`src/rtl/zc_track_pkg.sv`:
```
// Shared types and constants for the I/Q zero-crossing track controller.
// State encoding is visible on the state port, so the values are fixed.
package zc_track_pkg;

    typedef enum logic [1:0] {
        ST_IDLE = 2'd0,
        ST_CLR  = 2'd1,
        ST_CAL  = 2'd2,
        ST_RUN  = 2'd3
    } zc_state_e;

    localparam int MAX_LOG_CAL_DEFAULT = 24;
    localparam int RECAL_W             = 16;

    // Calibration exponent limited to the supported maximum.
    function automatic logic [5:0] clamp_log(input logic [5:0] log_len, input int max_log);
        return (log_len > 6'(max_log)) ? 6'(max_log) : log_len;
    endfunction

endpackage

```
`src/rtl/zc_report_merge.sv`:
```
// Holds one I and one Q cycles-per-second report and emits them as a
// two-beat stream packet (I first, Q last); flush aborts everything.
module zc_report_merge
    import zc_track_pkg::*;
#(
    parameter int COUNTER_SIZE = 32
) (
    input  logic                    clk,
    input  logic                    reset,
    input  logic                    enable,
    input  logic                    flush,
    input  logic [COUNTER_SIZE-1:0] cps_i_tdata,
    input  logic                    cps_i_tvalid,
    output logic                    cps_i_tready,
    input  logic [COUNTER_SIZE-1:0] cps_q_tdata,
    input  logic                    cps_q_tvalid,
    output logic                    cps_q_tready,
    output logic [COUNTER_SIZE-1:0] m_tdata,
    output logic                    m_tvalid,
    output logic                    m_tlast,
    input  logic                    m_tready
);

    logic [COUNTER_SIZE-1:0] hold_i, hold_q;
    logic full_i, full_q, full_i_d, full_q_d;
    logic take_i, take_q, beat, pkt_done;

    // NOTE: every signal driven here gets a default first so no latch is inferred.
    always_comb begin
        take_i   = enable && !flush && cps_i_tvalid && cps_i_tready;
        take_q   = enable && !flush && cps_q_tvalid && cps_q_tready;
        beat     = m_tvalid && m_tready;
        pkt_done = beat && m_tlast;
        full_i_d = full_i;
        full_q_d = full_q;
        if (flush || pkt_done) begin
            full_i_d = 1'b0;
            full_q_d = 1'b0;
        end else begin
            if (take_i) full_i_d = 1'b1;
            if (take_q) full_q_d = 1'b1;
        end
    end

    // NOTE: sequential state is written with non-blocking assignments only.
    always_ff @(posedge clk) begin
        if (reset) begin
            // NOTE: the holding registers are reset as well; they are plain flops, not a RAM.
            hold_i       <= '0;
            hold_q       <= '0;
            full_i       <= 1'b0;
            full_q       <= 1'b0;
            cps_i_tready <= 1'b0;
            cps_q_tready <= 1'b0;
            m_tdata      <= '0;
            m_tvalid     <= 1'b0;
            m_tlast      <= 1'b0;
        end else begin
            full_i       <= full_i_d;
            full_q       <= full_q_d;
            // Ready is registered from next-cycle fullness, so it is high only inside RUN.
            cps_i_tready <= !flush && !full_i_d;
            cps_q_tready <= !flush && !full_q_d;

            if (flush) begin
                hold_i <= '0;
                hold_q <= '0;
            end else begin
                if (take_i) hold_i <= cps_i_tdata;
                if (take_q) hold_q <= cps_q_tdata;
            end

            if (flush) begin
                m_tvalid <= 1'b0;
                m_tlast  <= 1'b0;
            end else if (!m_tvalid) begin
                if (full_i && full_q) begin
                    m_tvalid <= 1'b1;
                    m_tdata  <= hold_i;
                    m_tlast  <= 1'b0;
                end
            end else if (beat) begin
                if (!m_tlast) begin
                    m_tdata <= hold_q;
                    m_tlast <= 1'b1;
                end else begin
                    m_tvalid <= 1'b0;
                    m_tlast  <= 1'b0;
                end
            end
        end
    end

endmodule

```
`src/rtl/zc_track_controller.sv`:
```
// Clear/calibrate/run sequencer for the I/Q zero-crossing detectors with
// loss-of-signal recalibration and merged per-PPS report output.
module zc_track_controller
    import zc_track_pkg::*;
#(
    parameter int COUNTER_SIZE = 32,
    parameter int TIMEOUT_W    = 32,
    parameter int MAX_LOG_CAL  = MAX_LOG_CAL_DEFAULT
) (
    input  logic                    clk,
    input  logic                    reset,
    input  logic                    start,
    input  logic                    stop,
    input  logic [5:0]              log_cal_len,
    input  logic [TIMEOUT_W-1:0]    timeout,
    input  logic                    sample_valid,
    input  logic                    zc_event_i,
    input  logic                    zc_event_q,
    output logic                    det_clear,
    output logic                    det_init_cal,
    input  logic [COUNTER_SIZE-1:0] cps_i_tdata,
    input  logic [COUNTER_SIZE-1:0] cps_q_tdata,
    input  logic                    cps_i_tvalid,
    input  logic                    cps_q_tvalid,
    output logic                    cps_i_tready,
    output logic                    cps_q_tready,
    output logic [COUNTER_SIZE-1:0] m_tdata,
    output logic                    m_tvalid,
    output logic                    m_tlast,
    input  logic                    m_tready,
    output logic [1:0]              state,
    output logic [RECAL_W-1:0]      recal_count
);

    // One spare bit lets cal_cnt step once past 2^MAX_LOG_CAL on the exit edge.
    localparam int CAL_W = MAX_LOG_CAL + 1;

    zc_state_e            state_q, state_d;
    logic [CAL_W-1:0]     cal_cnt, cal_len;
    logic [TIMEOUT_W-1:0] to_cnt;
    logic zc_event, timeout_hit, cal_entry, run_entry;

    always_comb begin
        cal_len     = CAL_W'(1) << clamp_log(log_cal_len, MAX_LOG_CAL);
        zc_event    = zc_event_i | zc_event_q;
        timeout_hit = (timeout != '0) && !zc_event && (to_cnt == timeout - TIMEOUT_W'(1));
        state_d     = state_q;
        if (stop) begin
            state_d = ST_IDLE;
        end else begin
            case (state_q)
                ST_IDLE: if (start) state_d = ST_CLR;
                ST_CLR:  state_d = ST_CAL;
                ST_CAL:  if (cal_cnt == cal_len) state_d = ST_RUN;
                ST_RUN:  if (timeout_hit) state_d = ST_CLR;
                default: state_d = ST_IDLE;
            endcase
        end
        cal_entry = (state_d == ST_CAL) && (state_q != ST_CAL);
        run_entry = (state_d == ST_RUN) && (state_q != ST_RUN);
    end

    always_ff @(posedge clk) begin
        if (reset) begin
            state_q      <= ST_IDLE;
            det_clear    <= 1'b0;
            det_init_cal <= 1'b0;
            cal_cnt      <= '0;
            to_cnt       <= '0;
            recal_count  <= '0;
        end else begin
            state_q      <= state_d;
            det_clear    <= (state_d == ST_CLR);
            det_init_cal <= cal_entry;

            if (stop || cal_entry)
                cal_cnt <= '0;
            else if (state_q == ST_CAL && sample_valid)
                cal_cnt <= cal_cnt + CAL_W'(1);

            if (stop || run_entry || zc_event)
                to_cnt <= '0;
            else if (state_q == ST_RUN)
                to_cnt <= to_cnt + TIMEOUT_W'(1);

            if (state_q == ST_RUN && state_d == ST_CLR && recal_count != '1)
                recal_count <= recal_count + RECAL_W'(1);
        end
    end

    assign state = state_q;

    // Any cycle that will not be spent in RUN flushes the report path.
    zc_report_merge #(
        .COUNTER_SIZE (COUNTER_SIZE)
    ) u_merge (
        .clk          (clk),
        .reset        (reset),
        .enable       (state_q == ST_RUN),
        .flush        (state_d != ST_RUN),
        .cps_i_tdata  (cps_i_tdata),
        .cps_i_tvalid (cps_i_tvalid),
        .cps_i_tready (cps_i_tready),
        .cps_q_tdata  (cps_q_tdata),
        .cps_q_tvalid (cps_q_tvalid),
        .cps_q_tready (cps_q_tready),
        .m_tdata      (m_tdata),
        .m_tvalid     (m_tvalid),
        .m_tlast      (m_tlast),
        .m_tready     (m_tready)
    );

endmodule

```
`config.mk`:
```
export PLATFORM = sky130hd
export DESIGN_NAME = zc_track_controller
export DESIGN_NICKNAME = d
export VERILOG_FILES = /design/src/rtl/zc_track_pkg.sv /design/src/rtl/zc_report_merge.sv /design/src/rtl/zc_track_controller.sv
export SDC_FILE = /design/constraint.sdc
export NUM_CORES = 1
export LEC_CHECK = 0
export CORE_ASPECT_RATIO = 0.9
export CORE_MARGIN = 2
export CORE_UTILIZATION = 53
export DETAILED_ROUTE_END_ITERATION = 12
export GPL_TIMING_DRIVEN = 0
export PLACE_DENSITY_LB_ADDON = 0.15
export SETUP_SLACK_MARGIN = 0.2
export SLEW_MARGIN = 20
export SYNTH_ARGS = -nofsm -noshare
export SYNTH_HDL_FRONTEND = slang
export SYNTH_SLANG_ARGS = --single-unit
```
`constraint.sdc`:
```
create_clock -name clk -period 5.6 [get_ports clk]
set_input_delay 1.4 -clock clk [delete_from_list [all_inputs] [get_ports clk]]
set_output_delay 1.4 -clock clk [all_outputs]
set_load 0.05 [all_outputs]
```
# Word-level counts from Yosys, hierarchy flattened
# Index checks and enable logic that the tools add are counted.
# op_classes
addsub	4
n_mul	0
div_mod_pow	0
magnitude_cmp	1
n_eq_ne	14
n_shift	1
muxes	21
bitwise_logic	2
reduce_logical	33
# op_table
operator	n
two-way mux 32 bit	4
adder 32 x 1 -> 32 bit (second input constant)	1
== test 32 bit	1
nonzero test 32 bit	1
subtractor 32 x 1 -> 32 bit (second input constant)	1
adder 25 x 1 -> 25 bit (second input constant)	1
== test 25 bit	1
left shift 1 x 6 -> 25 bit (first input constant)	1
logical AND 1 bit	17
adder 16 x 1 -> 16 bit (second input constant)	1
!= test 16 bit (second input constant)	1
two-way mux 1 bit	11
!= test 2 bit (second input constant)	5
== test 2 bit (second input constant)	4
two-way mux 2 bit	4
one-hot mux 2 bit (4 select lines)	1
> comparator 6 x 5 -> 1 bit (second input constant)	1
two-way mux 6 bit	1
OR reduction 2 bit	3
== test 2 x 1 -> 1 bit (second input constant)	2
logical NOT 1 bit	4
logical OR 1 bit	4
AND reduction 4 bit	1
logical NOT 2 bit	1
other kinds (4)	4
# word_totals
register_bits	179
latchBits	0
mem_bits_rw	0
romBits	0
inputBits	112
memories	0

# Longest topological paths before layout
# depth
ltp_word	16
mapped_depth	14

# Cells and area by module
# A second synthesis with hierarchy kept.
# unflattened
cells_unflattened	1174
area_unflattened_um2	9509.1
# modules_own_cells
module	instances	cells_per_inst	area_per_inst_um2
zc_track_controller	1	685	5235.0
zc_report_merge	1	489	4274.1

# Least setup slack after synthesis
# OpenSTA, ideal clock, no wires.
# synth_path
path_kind	input port to flip-flop
startpoint	input port timeout[9]
endpoint	register u_merge.hold_q[10]
setup_ns	0.117
arrival_ns	4.743
required_ns	5.483
slack_ns	0.740
stages	12
path_buffers	3
cell_sequence	or4_1 -> or4_1 -> clkbuf_1 -> or4_1 -> a2111oi_0 -> nand4_1 -> nor4_4 -> a21oi_1 -> nand3_1 -> buf_2 -> buf_2 -> nor2_1
# synth_via
elab_chain_cells	11
word_cells_on_any_way	14
cone_classes	1 x add/sub; 2 x eq/ne; 3 x mux; 8 x reduce/logical
# synth_lines
element	line_no	source
start, declared	zc_track_controller.sv:15	input logic [TIMEOUT_W-1:0] timeout,
subtractor 32 x 1 -> 32 bit or nonzero test 32 bit (tied branches)	zc_track_controller.sv:46	timeout_hit = (timeout != '0) && !zc_event && (to_cnt == timeout - TIMEOUT_W'(1));
== test 32 bit or logical AND 1 bit (tied branches)	zc_track_controller.sv:46	
logical AND 1 bit (*)	zc_track_controller.sv:46	
two-way mux 2 bit (*)	zc_track_controller.sv:55	ST_RUN: if (timeout_hit) state_d = ST_CLR;
one-hot mux 2 bit (4 select lines) (*)	zc_track_controller.sv:51	case (state_q)
two-way mux 2 bit (*)	zc_track_controller.sv:48	if (stop) begin
!= test 2 bit (*)	zc_track_controller.sv:100	.flush (state_d != ST_RUN),
logical NOT 1 bit	zc_report_merge.sv:31	take_q = enable && !flush && cps_q_tvalid && cps_q_tready;
logical AND 1 bit (3 in a row)	zc_report_merge.sv:31	
end signal, assigned	zc_report_merge.sv:70	if (take_q) hold_q <= cps_q_tdata;
end, declared	zc_report_merge.sv:24	logic [COUNTER_SIZE-1:0] hold_i, hold_q;
# Mark *: on every way between the ends. The rest lies on a longest branch, timed or not.
# A chain may end at the register's enable or synchronous reset.

# Worst setup path in the final report
# layout_path
startpoint	input port timeout[8]
endpoint	register recal_count[8]
# layout_via
elab_chain_cells	9
word_cells_on_any_way	11
cone_classes	1 x add/sub; 2 x eq/ne; 3 x mux; 5 x reduce/logical
# layout_lines
element	line_no	source
subtractor 32 x 1 -> 32 bit or nonzero test 32 bit (tied branches)	zc_track_controller.sv:46	
== test 32 bit or logical AND 1 bit (tied branches)	zc_track_controller.sv:46	
logical AND 1 bit (*)	zc_track_controller.sv:46	
two-way mux 2 bit (*)	zc_track_controller.sv:55	
one-hot mux 2 bit (4 select lines) (*)	zc_track_controller.sv:51	
two-way mux 2 bit (*)	zc_track_controller.sv:48	
== test 2 x 1 -> 1 bit (*)	zc_track_controller.sv:86	if (state_q == ST_RUN && state_d == ST_CLR && recal_count != '1)
logical AND 1 bit (*) (2 in a row)	zc_track_controller.sv:86	
end signal, assigned	zc_track_controller.sv:87	recal_count <= recal_count + RECAL_W'(1);
end, declared	zc_track_controller.sv:32	output logic [RECAL_W-1:0] recal_count
# Marks and branches as above.

==> flow_summary_export.csv <==
group,metric,value,unit
cts,ctsLongestPathBuffers,2,
floorplan,dieHeight,128.4,µm
min_path,hold_path.startpoint,"u_merge.hold_q[25]$_SDFFE_PP0P_",
timing,timing.fmax,187.8,MHz
detailed_routing,wl_cell,17.05,µm
place,detailed_place_hpwl,18360,µm
timing,maxSlewViolCount,0,
detailed_routing,drt-vias-per-instance,5.778,
place,place.detailed.instances,1440,
place,placedInstanceArea,11000,µm²
place,final_weighted_congestion_in_routability_driven_placement,0.9455,
final_layout,final_cell_area,11810,µm²
cts,clock-root-buffer,"sky130_fd_sc_hd__clkbuf_16",
cts,tritoncts_buffers,17,
final_layout,fraction_of_final_layout_cells_sized_beyond_drive_strength_1,6.693,%
synth,nets_in_the_synthesized_netlist,1184,
setup_path,r2r_slack,2340,ps
detailed_routing,remaining_drc_errors,0,
timing,report.final.hold_viol_count,0,
floorplan,std_cell_rows,45,
final_layout,final_common_cell,"sky130_fd_sc_hd__nor2_1",
run_status,outcome,"finished clean",
place,port_buffers,162,
synth,synth_seq_area_share,39.32,%
setup_path,worstSetupStartpointType,"input port",
synth,syn_avg_cell_area,8.540,µm²
final_layout,count_of_non_filler_cells_in_the_finished_layout,1482,
setup_path,worstPathRequired,5960,ps
synth,ff_latch_count_synth,179,
synth,netlist_top_cells_area,"sky130_fd_sc_hd__dfxtp_1 39%, sky130_fd_sc_hd__mux2i_1 11%, sky130_fd_sc_hd__nor2_1 7.6%",
timing,finalWorstPathRequiredPeriod,5326,ps
setup_path,critical_path.reg2reg.endpoint,"u_merge.m_tdata[4]$_SDFFE_PP0P_",
pwr,total_leakage_power,3.622,nW
synth,synthesis.instances,1067,
cts,insertion_delay,440,ps
global_routing,grt.total_usage,27.47,%
cts,cts-hold-fix-buffers,0,
timing,layout_worst_path_cycle_share,95.11,%
synth,synth_top_area_share,39.32,%
pwr,fin_total_pwr,2.673,mW
floorplan,horizontal_die_dimension,142.2,µm
floorplan,floorplan.io_pins,168,
min_path,whs_path_depth,2,
detailed_routing,drt_first_pass_iters,5,
floorplan,initial_core_util,54.13,%
global_routing,via_count_of_the_first_global_routing_pass,7900,
pwr,power_per_cell_area,226.3,nW/µm²
setup_path,crit_fanout,10,
synth,synth_area,9112,µm²
synth,synthArstFlopShare,0,%
synth,synth_edf_count,0,
setup_path,setup.worst_path.end_class,"flop",
timing,maxSlewHeadroom,45.97,%
cts,tritoncts,"built",
timing,finalClockSkew,14.91,ps
timing,final-setup-viol-count,0,
timing,worstMarginPinSlew,810.5,ps
global_routing,grt_first_pass_wirelength,40110,µm
detailed_routing,first_iter_violations,489,
synth,netlist.top_cell.by_area,"sky130_fd_sc_hd__dfxtp_1",
final_layout,mostFrequentLayoutCells,"184 x sky130_fd_sc_hd__nor2_1, 179 x sky130_fd_sc_hd__dfxtp_1, 162 x sky130_fd_sc_hd__clkdlybuf4s50_1, 102 x sky130_fd_sc_hd__mux2i_1, 54 x sky130_fd_sc_hd__nand2_1",
synth,synth.yosys.warnings,0,
cts,cts_htree_levels,4,
synth,synth_flop_cell,"sky130_fd_sc_hd__dfxtp_1",
min_path,hold_path_class,"flop to flop",
cts,numClockSinks,179,
global_routing,number_of_antenna_violations_at_the_first_check_in_global_routing,1,
timing,fin_worst_hold_slack,500.3,ps
setup_path,worst_r2r_startpoint,"cal_cnt[15]$_SDFFE_PP0P_",
setup_path,worst_r2r_path_depth,10,
final_layout,design.final.nets,1374,
cts,clk_transition_reported_paths,70,ps
pwr,vdd_ir_drop_max,0.2193,mV
detailed_routing,antenna_left,0,
floorplan,core,16830,µm²
job,maxCapViolCount,0,
floorplan,die_area,18260,µm²
synth,synth.lib_cells_used.distinct,60,
global_routing,grt_start_max_net_pins,21,
setup_path,path_class,"input port to flop",
timing,rsz0062_at_grt,"yes",
min_path,hold_path_end,"u_merge.hold_q[25]$_SDFFE_PP0P_",
final_layout,area_growth,29.59,%
global_routing,grt-ovfl-total,0,
detailed_routing,detail_route.wirelength,25260,µm
detailed_routing,vias,8563,
setup_path,cp.arrival,5690,ps
## synthesized netlist by cell type (all sizes together), types with 11 or more instances
master,n
nor4,19
buf,11
nand2b,11
xor2,45
clkbuf,45
and3,22
nand3,43
nor3,22
or3,22
nand4,24
o21ai,23
nor2,184
a211oi,41
xnor2,45
nor2b,12
mux2i,102
nand2,54
or4,16
dfxtp,179
inv,18
a21oi,29
## how the worst max path moves through the flow
stage | from | end | cells past startpoint
4_1_cts | timeout[9] | recal_count[6]$_SDFFE_PP0P_ | 14
6_report | timeout[8] | recal_count[8]$_SDFFE_PP0P_ | 14
3_3_place_gp | timeout[9] | u_merge.hold_q[28]$_SDFFE_PP0P_ | 11
5_1_grt | timeout[8] | recal_count[8]$_SDFFE_PP0P_ | 14
2_1_floorplan | timeout[9] | u_merge.hold_q[10]$_SDFFE_PP0P_ | 12
3_5_place_dp | timeout[9] | u_merge.hold_q[10]$_SDFFE_PP0P_ | 11
## final cells by class
| class | count | area (µm²) |
|---|---|---|
| Antenna cell | 1 | 2.502 |
| Buffer | 56 | 246.5 |
| Clock buffer | 17 | 425.4 |
| Clock inverter | 15 | 182.7 |
| Fill cell | 1379 | 5026 |
| Inverter | 18 | 67.56 |
| Multi-Input combinational cell | 814 | 5346 |
| Sequential cell | 179 | 3583 |
| Tap cell | 211 | 264.0 |
| Timing Repair Buffer | 171 | 1690 |
## per-stage QoR
step                      utilization, %  setup WS, ps  TNS [ps]
after floorplan                        -         740.1         0
after global placement             65.33         -1035    -93100
after detailed placement           65.37        -691.2    -61670
after CTS                          69.51         241.1         0
after global routing               70.14         131.1         0
final                              70.14         273.9         0
## where the power goes
group,internal [mW],switching (mW)
Clock,0.605,0.594
Sequential,1.27,0.00154
Combinational,0.102,0.0972
Total,1.98,0.693
## state kept, by name, summed over array words and instances (netlist names)
signal / cells
u_merge.hold_i: 32
u_merge.m_tlast: 1
u_merge.cps_i_tready: 1
u_merge.full_q: 1
det_clear: 1
u_merge.hold_q: 32
u_merge.full_i: 1
det_init_cal: 1
u_merge.m_tvalid: 1
u_merge.m_tdata: 32
u_merge.cps_q_tready: 1
state: 2
cal_cnt: 25
to_cnt: 32
recal_count: 16
## worst max-delay path, stage by stage
cell,delay [ps]
sky130_fd_sc_hd__clkdlybuf4s50_1,490
sky130_fd_sc_hd__or4_4,590
sky130_fd_sc_hd__or4_1,490
sky130_fd_sc_hd__clkbuf_2,210
sky130_fd_sc_hd__or4_1,510
sky130_fd_sc_hd__a2111oi_2,370
sky130_fd_sc_hd__nand4_1,190
sky130_fd_sc_hd__nor4_4,310
sky130_fd_sc_hd__buf_6,190
sky130_fd_sc_hd__buf_4,120
sky130_fd_sc_hd__nand3_2,140
sky130_fd_sc_hd__buf_6,210
sky130_fd_sc_hd__or3_1,300
sky130_fd_sc_hd__a21oi_1,140
## logic make-up after synthesis
family,after synthesis,share of synthesized area [%]
and+or+nand+nor,465,25.50
adders and majority gates,5,0.6865
buffers and inverters,74,3.185
AOI/OAI and AO/OA,151,11.33
muxes,103,11.33
xor gates and xnor gates,90,8.650
DFF,179,39.32
## repair_timing
item,in CTS,in global routing
pin swaps,2,4
setup buffers,4,4
gates resized for setup,14,25
endpoints found under the setup margin,112,106
cloned,0,1
## layer usage
metal / part of all wire, % / GRT usage [%] / wire, µm
met1: 46 / 36.46 / 11520
met2: 44 / 43.28 / 11230
met3: 7.7 / 7.853 / 1936
met4: 2.3 / 9.176 / 577
met5: 0 / 0 / 0
Power figures use the tool's default switching activity.
